### config.mk
export PLATFORM = sky130hd
export DESIGN_NAME = wb_mailbox
export DESIGN_NICKNAME = d
export VERILOG_FILES = /design/src/rtl/wb_mailbox_pkg.sv /design/src/rtl/mb_fifo.sv /design/src/rtl/wb_mailbox.sv
export SDC_FILE = /design/constraint.sdc
export NUM_CORES = 1
export LEC_CHECK = 0
export BUFFER_PORTS_ARGS = -buffer_cell sky130_fd_sc_hd__buf_4
export CAP_MARGIN = 40
export CORE_ASPECT_RATIO = 1.4
export CORE_MARGIN = 4
export CORE_UTILIZATION = 32
export CTS_CLUSTER_DIAMETER = 30
export DETAILED_ROUTE_END_ITERATION = 8
export PLACE_DENSITY = 0.58
export SYNTH_ARGS = -nofsm -noshare
export SYNTH_HDL_FRONTEND = slang
export SYNTH_HIERARCHICAL = 1
export SYNTH_SLANG_ARGS = --single-unit
### constraint.sdc
create_clock -name wb_clk -period 4.67 [get_ports wb_clk]
set_input_delay 0.467 -clock wb_clk [delete_from_list [all_inputs] [get_ports wb_clk]]
set_output_delay 0.467 -clock wb_clk [all_outputs]
set_load 0.05 [all_outputs]
### src/rtl/wb_mailbox_pkg.sv
// Shared register map for the Wishbone mailbox: offsets, bit positions, register-select enum.
// Latency: n/a (declarations only).
// Backpressure: n/a.
package wb_mailbox_pkg;

   localparam logic [1:0] REG_DATA   = 2'd0;
   localparam logic [1:0] REG_STATUS = 2'd1;
   localparam logic [1:0] REG_CTRL   = 2'd2;
   localparam logic [1:0] REG_IRQEN  = 2'd3;

   typedef enum logic [1:0] {
      SEL_DATA   = REG_DATA,
      SEL_STATUS = REG_STATUS,
      SEL_CTRL   = REG_CTRL,
      SEL_IRQEN  = REG_IRQEN
   } reg_sel_e;

   localparam int STAT_RX_NEMPTY  = 0;
   localparam int STAT_TX_FULL    = 1;
   localparam int STAT_ERR        = 2;
   localparam int STAT_RX_CNT_LSB = 8;
   localparam int STAT_TX_CNT_LSB = 16;

   localparam int CTRL_FLUSH_TX = 0;
   localparam int CTRL_FLUSH_RX = 1;
   localparam int CTRL_CLR_ERR  = 2;

   localparam int IRQEN_RX_NEMPTY = 0;
   localparam int IRQEN_TX_NFULL  = 1;
   localparam int IRQEN_ERR       = 2;

endpackage

### src/rtl/mb_fifo.sv
// Synchronous FIFO with push, pop, flush and occupancy count; head word is combinational.
// Latency: a pushed word is visible at the head one cycle after the push edge.
// Backpressure: push ignored when full, pop ignored when empty; flush overrides both.
module mb_fifo #(
   parameter int DEPTH = 8,
   parameter int WIDTH = 32
) (
   input  logic                       clk,
   input  logic                       rst,
   input  logic                       push,
   input  logic [WIDTH-1:0]           push_data,
   input  logic                       pop,
   input  logic                       flush,
   output logic [WIDTH-1:0]           head,
   output logic                       full,
   output logic                       empty,
   output logic [$clog2(DEPTH):0]     count
);

   localparam int AW = $clog2(DEPTH);
   localparam int CW = AW + 1;

   logic [WIDTH-1:0] mem [DEPTH];
   logic [AW-1:0]    wr_ptr;
   logic [AW-1:0]    rd_ptr;
   logic             do_push;
   logic             do_pop;

   assign full    = (count == CW'(DEPTH));
   assign empty   = (count == '0);
   assign head    = mem[rd_ptr];
   assign do_push = push & ~full & ~flush;
   assign do_pop  = pop & ~empty & ~flush;

   always_ff @(posedge clk) begin
      if (do_push) begin
         mem[wr_ptr] <= push_data;
      end
   end

   // Pointers wrap naturally because DEPTH is a power of two.
   always_ff @(posedge clk) begin
      if (rst || flush) begin
         wr_ptr <= '0;
         rd_ptr <= '0;
         count  <= '0;
      end else begin
         if (do_push) begin
            wr_ptr <= wr_ptr + AW'(1);
         end
         if (do_pop) begin
            rd_ptr <= rd_ptr + AW'(1);
         end
         case ({do_push, do_pop})
            2'b10:   count <= count + CW'(1);
            2'b01:   count <= count - CW'(1);
            default: count <= count;
         endcase
      end
   end

endmodule

### src/rtl/wb_mailbox.sv
// Wishbone mailbox: CPU<->stream FIFOs with DATA/STATUS/CTRL/IRQEN registers; IRQ logic under WB_MAILBOX_IRQ_EN.
// Latency: every request is answered with a one-cycle ack or err in the next cycle.
// Backpressure: in_ready drops when RX is full; out_valid follows TX non-empty.
module wb_mailbox
   import wb_mailbox_pkg::*;
#(
   parameter int DEPTH   = 8,
   parameter int WB_DATA = 32
) (
   input  logic                 wb_clk,
   input  logic                 wb_rst,
   input  logic [31:0]          wb_adr_i,
   input  logic [WB_DATA-1:0]   wb_dat_i,
   input  logic [WB_DATA/8-1:0] wb_sel_i,
   input  logic                 wb_we_i,
   input  logic                 wb_cyc_i,
   input  logic                 wb_stb_i,
   output logic [WB_DATA-1:0]   wb_dat_o,
   output logic                 wb_ack_o,
   output logic                 wb_err_o,
   input  logic                 in_valid,
   input  logic [WB_DATA-1:0]   in_data,
   output logic                 in_ready,
   output logic                 out_valid,
   output logic [WB_DATA-1:0]   out_data,
   input  logic                 out_ready,
   output logic                 irq
);

   localparam int CW = $clog2(DEPTH) + 1;

   logic               req;
   reg_sel_e           sel;
   logic [WB_DATA-1:0] wdata_masked;
   logic [WB_DATA-1:0] rdata;
   logic [WB_DATA-1:0] status;
   logic [WB_DATA-1:0] irqen_rd;
   logic               err_flag;
   logic               err_set;
   logic               err_clr;
   logic               irqen_wr;

   logic               tx_push, tx_pop, tx_flush, tx_full, tx_empty;
   logic               rx_push, rx_pop, rx_flush, rx_full, rx_empty;
   logic [CW-1:0]      tx_count, rx_count;
   logic [WB_DATA-1:0] rx_head;

   wire unused_adr = &{1'b0, wb_adr_i[31:4], wb_adr_i[1:0]};

   // Outstanding ack/err masks the request so a held strobe is served only once.
   assign req = wb_cyc_i & wb_stb_i & ~wb_ack_o & ~wb_err_o;
   assign sel = reg_sel_e'(wb_adr_i[3:2]);

   assign in_ready  = ~rx_full;
   assign rx_push   = in_valid & in_ready;
   assign out_valid = ~tx_empty;
   assign tx_pop    = out_valid & out_ready;

   mb_fifo #(.DEPTH(DEPTH), .WIDTH(WB_DATA)) u_tx_fifo (
      .clk       (wb_clk),
      .rst       (wb_rst),
      .push      (tx_push),
      .push_data (wdata_masked),
      .pop       (tx_pop),
      .flush     (tx_flush),
      .head      (out_data),
      .full      (tx_full),
      .empty     (tx_empty),
      .count     (tx_count)
   );

   mb_fifo #(.DEPTH(DEPTH), .WIDTH(WB_DATA)) u_rx_fifo (
      .clk       (wb_clk),
      .rst       (wb_rst),
      .push      (rx_push),
      .push_data (in_data),
      .pop       (rx_pop),
      .flush     (rx_flush),
      .head      (rx_head),
      .full      (rx_full),
      .empty     (rx_empty),
      .count     (rx_count)
   );

   always_comb begin
      status                                 = '0;
      status[STAT_RX_NEMPTY]                 = ~rx_empty;
      status[STAT_TX_FULL]                   = tx_full;
      status[STAT_ERR]                       = err_flag;
      status[STAT_RX_CNT_LSB +: 8]           = 8'(rx_count);
      status[STAT_TX_CNT_LSB +: 8]           = 8'(tx_count);
   end

   always_comb begin
      wdata_masked = '0;
      for (int b = 0; b < WB_DATA/8; b++) begin
         wdata_masked[b*8 +: 8] = wb_sel_i[b] ? wb_dat_i[b*8 +: 8] : 8'h00;
      end
   end

   always_comb begin
      tx_push  = 1'b0;
      rx_pop   = 1'b0;
      tx_flush = 1'b0;
      rx_flush = 1'b0;
      err_set  = 1'b0;
      err_clr  = 1'b0;
      irqen_wr = 1'b0;
      rdata    = '0;
      if (req) begin
         case (sel)
            SEL_DATA: begin
               if (wb_we_i) begin
                  if (tx_full) err_set = 1'b1;
                  else         tx_push = 1'b1;
               end else begin
                  if (rx_empty) begin
                     err_set = 1'b1;
                  end else begin
                     rx_pop = 1'b1;
                     rdata  = rx_head;
                  end
               end
            end
            SEL_STATUS: begin
               if (!wb_we_i) rdata = status;
            end
            SEL_CTRL: begin
               if (wb_we_i) begin
                  tx_flush = wb_dat_i[CTRL_FLUSH_TX];
                  rx_flush = wb_dat_i[CTRL_FLUSH_RX];
                  err_clr  = wb_dat_i[CTRL_CLR_ERR];
               end
            end
            default: begin
               if (wb_we_i) irqen_wr = 1'b1;
               else         rdata    = irqen_rd;
            end
         endcase
      end
   end

   always_ff @(posedge wb_clk) begin
      if (wb_rst) begin
         wb_ack_o <= 1'b0;
         wb_err_o <= 1'b0;
         wb_dat_o <= '0;
         err_flag <= 1'b0;
      end else begin
         wb_ack_o <= req & ~err_set;
         wb_err_o <= req & err_set;
         if (req) begin
            wb_dat_o <= rdata;
         end
         if (err_set)      err_flag <= 1'b1;
         else if (err_clr) err_flag <= 1'b0;
      end
   end

`ifdef WB_MAILBOX_IRQ_EN
   logic [2:0] irqen;
   logic [2:0] irq_src;

   always_comb begin
      irq_src                  = '0;
      irq_src[IRQEN_RX_NEMPTY] = ~rx_empty;
      irq_src[IRQEN_TX_NFULL]  = ~tx_full;
      irq_src[IRQEN_ERR]       = err_flag;
   end

   assign irqen_rd = WB_DATA'(irqen);

   always_ff @(posedge wb_clk) begin
      if (wb_rst) begin
         irqen <= '0;
         irq   <= 1'b0;
      end else begin
         if (irqen_wr) begin
            irqen <= wb_dat_i[2:0];
         end
         irq <= |(irqen & irq_src);
      end
   end
`else
   wire unused_irqen_wr = irqen_wr;

   assign irqen_rd = '0;
   assign irq      = 1'b0;
`endif

endmodule
---- After elaboration in Yosys (flattened, before gate mapping) ----
Memory sizes are Yosys's and may differ from the RTL's. A register that Yosys moved wholly into a read port is not among the register bits.
Cells that the tools add are included.
word-level totals
  register bits after elaboration ......... 55
  bits in latches ......................... 0
  bits in writable memories ............... 512
  ROM bits ................................ 0
  bits of input ports ..................... 107
  output and inout bits ................... 69
  logic and storage cells ................. 102
  memories kept ........................... 2
memories
  name           depth  bits a word  read ports  clocked after Yosys merged registers in  wr ports  RTL line       RTL
  u_rx_fifo.mem  8      32           1           1                                        1         mb_fifo.sv:23  logic [WIDTH-1:0] mem [DEPTH];
  u_tx_fifo.mem  8      32           1           1                                        1         mb_fifo.sv:23
cells by class
  $add $sub $neg .......................... 8
  multipliers ............................. 0
  divide/modulo/power cells ............... 0
  magnitude comparators ................... 0
  equal/unequal tests ..................... 8
  shifts and indexed selects .............. 0
  muxes and demuxes ....................... 42
  bitwise logic cells ..................... 24
  reductions and logical operators ........ 8
operators with widths
  kind                                                                 count
  32-bit 2-to-1 mux                                                    2
  32-bit one-hot mux with 2 select lines                               1
  8-bit 2-to-1 mux                                                     4
  1-bit 2-to-1 mux                                                     28
  20-bit 2-to-1 mux                                                    1
  4-bit one-hot mux with 2 select lines                                2
  1-bit AND                                                            15
  3-bit by 1-bit adder with 3-bit output (second input constant)       4
  3-bit 2-to-1 mux                                                     4
  1-bit NOT                                                            9
  4-bit by 1-bit adder with 4-bit output (second input constant)       2
  4-bit == test (second input constant)                                2
  4-bit logical NOT                                                    2
  4-bit by 1-bit subtractor with 4-bit output (second input constant)  2
  2-bit by 1-bit == test with 1-bit output (second input constant)     3
  2-bit == test (second input constant)                                3
  2-bit nonzero test                                                   3
  2-bit logical NOT                                                    1
  1-bit logical OR                                                     2

---- Logic depth before layout (Yosys ltp) ----
  depth in word-level cells ............... 9
  mapped depth ............................ 14
  mapped depth without buffers ............ 12

---- Modules after synthesis ----
Netlist, hierarchy kept.
by module, submodules not included
  module      times used  cells an instance  area each (sq um)  sequential area each (sq um)
  mb_fifo     2           450                10451.3            7947.6
  wb_mailbox  1           208                1714.1             700.7

---- Worst setup path after synthesis ----
No wires, ideal clock.
  kind .................................... register to register
  start ................................... reg wb_ack_o
  end ..................................... mem u_tx_fifo.mem[0][0], enable pin
  setup time .............................. 0.461 ns
  arrival time ............................ 4.304 ns
  required time ........................... 4.209 ns
  path slack .............................. -0.095 ns
  stages on the path, launching flop included .. 9
  path buffers ............................ 2
  clock period less this slack ............ 4.765 ns
  cells stage by stage .................... dfxtp_1 nor4bb_1 clkbuf_1 buf_2 nand3b_1 nor3_1 nand2_1 or3_1 nor3_1
between the ends
  cells in the longest elaborated chain, start to end .. 8
  elaborated cells between the ends (all ways) .. 10
  those cells by class .................... mux: 4; bitwise: 6
RTL lines
  element                                 RTL line           RTL
  from (decl)                             wb_mailbox.sv:19   output logic wb_ack_o,
  from (signal assigned)                  wb_mailbox.sv:150  wb_ack_o <= req & ~err_set;
  1-bit NOT                               wb_mailbox.sv:51   assign req = wb_cyc_i & wb_stb_i & ~wb_ack_o & ~wb_err_o;
  1-bit AND (2 in series)                 wb_mailbox.sv:51
  1-bit 2-to-1 mux                        wb_mailbox.sv:110  if (req) begin
  net tx_push                             wb_mailbox.sv:43   logic tx_push, tx_pop, tx_flush, tx_full, tx_empty;
  1-bit AND (2 in series)                 mb_fifo.sv:32      assign do_push = push & ~full & ~flush;
  1-bit 2-to-1 mux                        mb_fifo.sv:36      if (do_push) begin
  1-bit 2-to-1 mux (not written as such)  mb_fifo.sv:37      mem[wr_ptr] <= push_data;
  to (decl)                               mb_fifo.sv:23
The timed path passes the listed nets, and every way through them passes these cells.

==> results.yml <==
global_routing:
  track_usage: 0.131
  grt_pass1_vias: 12000
  antenna_found_initial: 2
  gr-total-overflow: 0
  grt_max_degree: 51
  grt_pass1_wl_um: 74400
worst_hold_path:
  hold_path_class: "in -> reg"
  hold_depth: 1
  hold_start: "in_data[25]"
  min_to: "u_rx_fifo/mem[0][25]"
timing:
  max_freq_mhz: 295
  finalMaxSlewViolations: 0
  grt_setup_unrepaired: "no"
  skew_ps: 28.3
  hold-worst-slack_ps: 76.9
  setup_tns_ps: 0
  slew_headroom: 0.447
  final_hold_viol_count: 0
  period_share: 0.727
  min_period_ps: 3390
  setup_viol: 0
  worst_pin_slew_ps: 827
worst_setup_path:
  worst-path-max-fanout: 32
  start_kind: "flop"
  cp.required_ps: 4200
  worst_ep_arrival_time_ps: 2930
  ff2ff_path_depth: 12
  r2r-start: "wb_ack_o"
  criticalPathCategory: "reg -> out"
  reg2reg_slack_ps: 1370
  reg2reg_to: "u_tx_fifo/count[2]"
  cp-end-kind: "primary output"
clock_network:
  cts_root_buffer: "clkbuf_16"
  ctsHoldBuffers: 0
  clk_latency_ps: 630
  cts.htree.levels: 3
  cts_setup_buffers: 0
  clk_pin_slew_ps: 50
  cts_tree: "built"
  ctsResizeCount: 0
  cts_buffers: 96
  cts.sinks: 573
  clockBufferDepth: 3
flow_run:
  cap_violations: 0
finish:
  final_common_cell: "edfxtp_1"
  drive_above_1_share: 0.340
  layoutNonFillerInstCount: 2340
  fin_area_um2: 28000
  nNetsFinal: 1440
  diodes: 0
  area_delta_synth_final_pct: 23.7
  layout_common_cells: "512 x edfxtp_1, 173 x buf_4, 97 x clkbuf_16"
route:
  drc_errors: 0
  met2_length_um: 25300
  top_layer: "met5"
  routedWlPerCell_um: 21.2
  met1Wirelength_um: 20600
  dr_wl_met3_um: 3090
  ant_nets: 0
  num_vias: 11300
  drt-total-wl_um: 49700
  drt_iter0_markers: 596
  drt-vias-per-instance: 4.84
  drt-pass1-iter-count: 5
die:
  fp.dieH_um: 323
  io_pins: 176
  start_util: 0.322
  die_w_um: 233
  die-area_um2: 75100
  coreArea_um2: 70200
  row_count: 115
placement:
  dp_hpwl_um: 29000
  dp.cells: 2161
  portBuffers: 144
  place_congestion: 0.727
  dpl_cell_area_um2: 24900
synth:
  yosysWarningCount: 6
  ys.flop_type: "edfxtp_1"
  synth-edff-count: 512
  seq_area_frac_synth: 0.734
  synth_simple_gate_area_share: 0.0450
  synthArstFlopShare: 0
  synth_top_family_by_area: "multiplexers"
  syn-num-nets: 1225
  synth_compound_area_frac: 0.0177
  synth_adder_area_share: 0.00553
  synth_area_per_cell_um2: 20.4
  muxShareOfSynthArea: 0.175
  synthXorXnorAreaFrac: 0.00542
  yosysUniqueCellTypes: 45
  synth_cells: 1108
  syn-cell-area_um2: 22600
  ys_ff_latch: 573
outcome:
  status: "finished, final reports clean"
power:
  leakage_nw: 9.26
  finalPower_mw: 12.5
  irDropWorstVdd_uv: 351
  powerDensity_nw_per_um2: 447
## worst max-delay path: stages (launching register included)
cell and delay, ps:
dfxtp_4 720, buf_4 450, mux4_1 610, mux2_2 310, buf_4 200
## metrics by stage
step	worst slack, ps	utilization
2_1_floorplan	202	-
3_3_place_gp	1200	0.354
3_5_place_dp	1170	0.355
4_1_cts	1140	0.399
5_1_grt	1100	0.399
6_report	1280	0.399
## layout make-up
type / instances / area [µm²]
repair buffers: 177 / 1360
inverters: 8 / 30.0
flip-flops and latches: 573 / 16600
multi-input cells: 467 / 5760
clock buffers: 116 / 2500
fillers: 6305 / 42200
well taps: 936 / 1170
clock inverters: 63 / 556
## per-layer routing
metal | track usage | vias up
met4 | 0.0361 | 4
met2 | 0.228 | 321
met5 | 0 | -
li1 | - | 5037
met1 | 0.163 | 5907
met3 | 0.0330 | 60
## flip-flops by register name, summed over array words and instances, names as in the netlist, named ones only
register          cells
u_rx_fifo/mem       256
u_tx_fifo/mem       256
wb_dat_o             32
u_rx_fifo/count       4
u_tx_fifo/count       4
u_rx_fifo/rd_ptr      3
u_rx_fifo/wr_ptr      3
u_tx_fifo/rd_ptr      3
u_tx_fifo/wr_ptr      3
err_flag              1
wb_ack_o              1
wb_err_o              1
## worst max-delay path by stage
stage | from | to | slack [ps] | cells past startpoint
detailed placement | wb_stb_i | u_rx_fifo/count[2] | 1170 | 13
CTS | flop | out_data[31] | 1140 | 4
global placement | wb_stb_i | u_rx_fifo/count[2] | 1200 | 13
global route | flop | out_data[31] | 1100 | 4
finish | flop | out_data[31] | 1280 | 4
floorplan | wb_ack_o | u_tx_fifo/mem[1][0] | 200 | 7
## synthesized netlist by cell type, types with 7 or more instances
library cell	n	area share
ha_1	10	0.0055
xor2_1	12	0.0046
edfxtp_1	512	0.68
a21oi_1	29	0.0064
and2_1	33	0.0091
inv_1	8	0.0013
mux4_2	48	0.048
nand3_1	27	0.0060
o21ai_2	10	0.0039
mux2_2	64	0.032
mux4_1	80	0.093
nand3b_1	11	0.0037
o21ai_0	7	0.0015
buf_2	19	0.0042
dfxtp_1	61	0.054
buf_6	15	0.0075
nand2_1	30	0.0050
clkbuf_1	19	0.0032
nor2_1	39	0.0065
a22oi_1	10	0.0033
nor3_1	7	0.0015
## where the power goes
part | switching, mW | internal (mW) | total, mW | leakage [nW]
Sequential | 0.0211 | 5.66 | 5.68 | 5.15
Combinational | 0.215 | 0.129 | 0.344 | 2.63
Clock | 2.41 | 4.07 | 6.48 | 1.48
## kinds of logic (layout without fill, tap and decap cells)
| logic type | Yosys count | after routing |
|---|---|---|
| flops | 573 | 573 |
| mux | 197 | 197 |
| simple gates | 184 | 184 |
| buf+inv | 68 | 364 |
| compound gates | 61 | 61 |
| xor+xnor | 14 | 14 |
| fa+ha+maj | 10 | 10 |
| other cells | 1 | 1 |
Power figures use the tool's default switching activity.
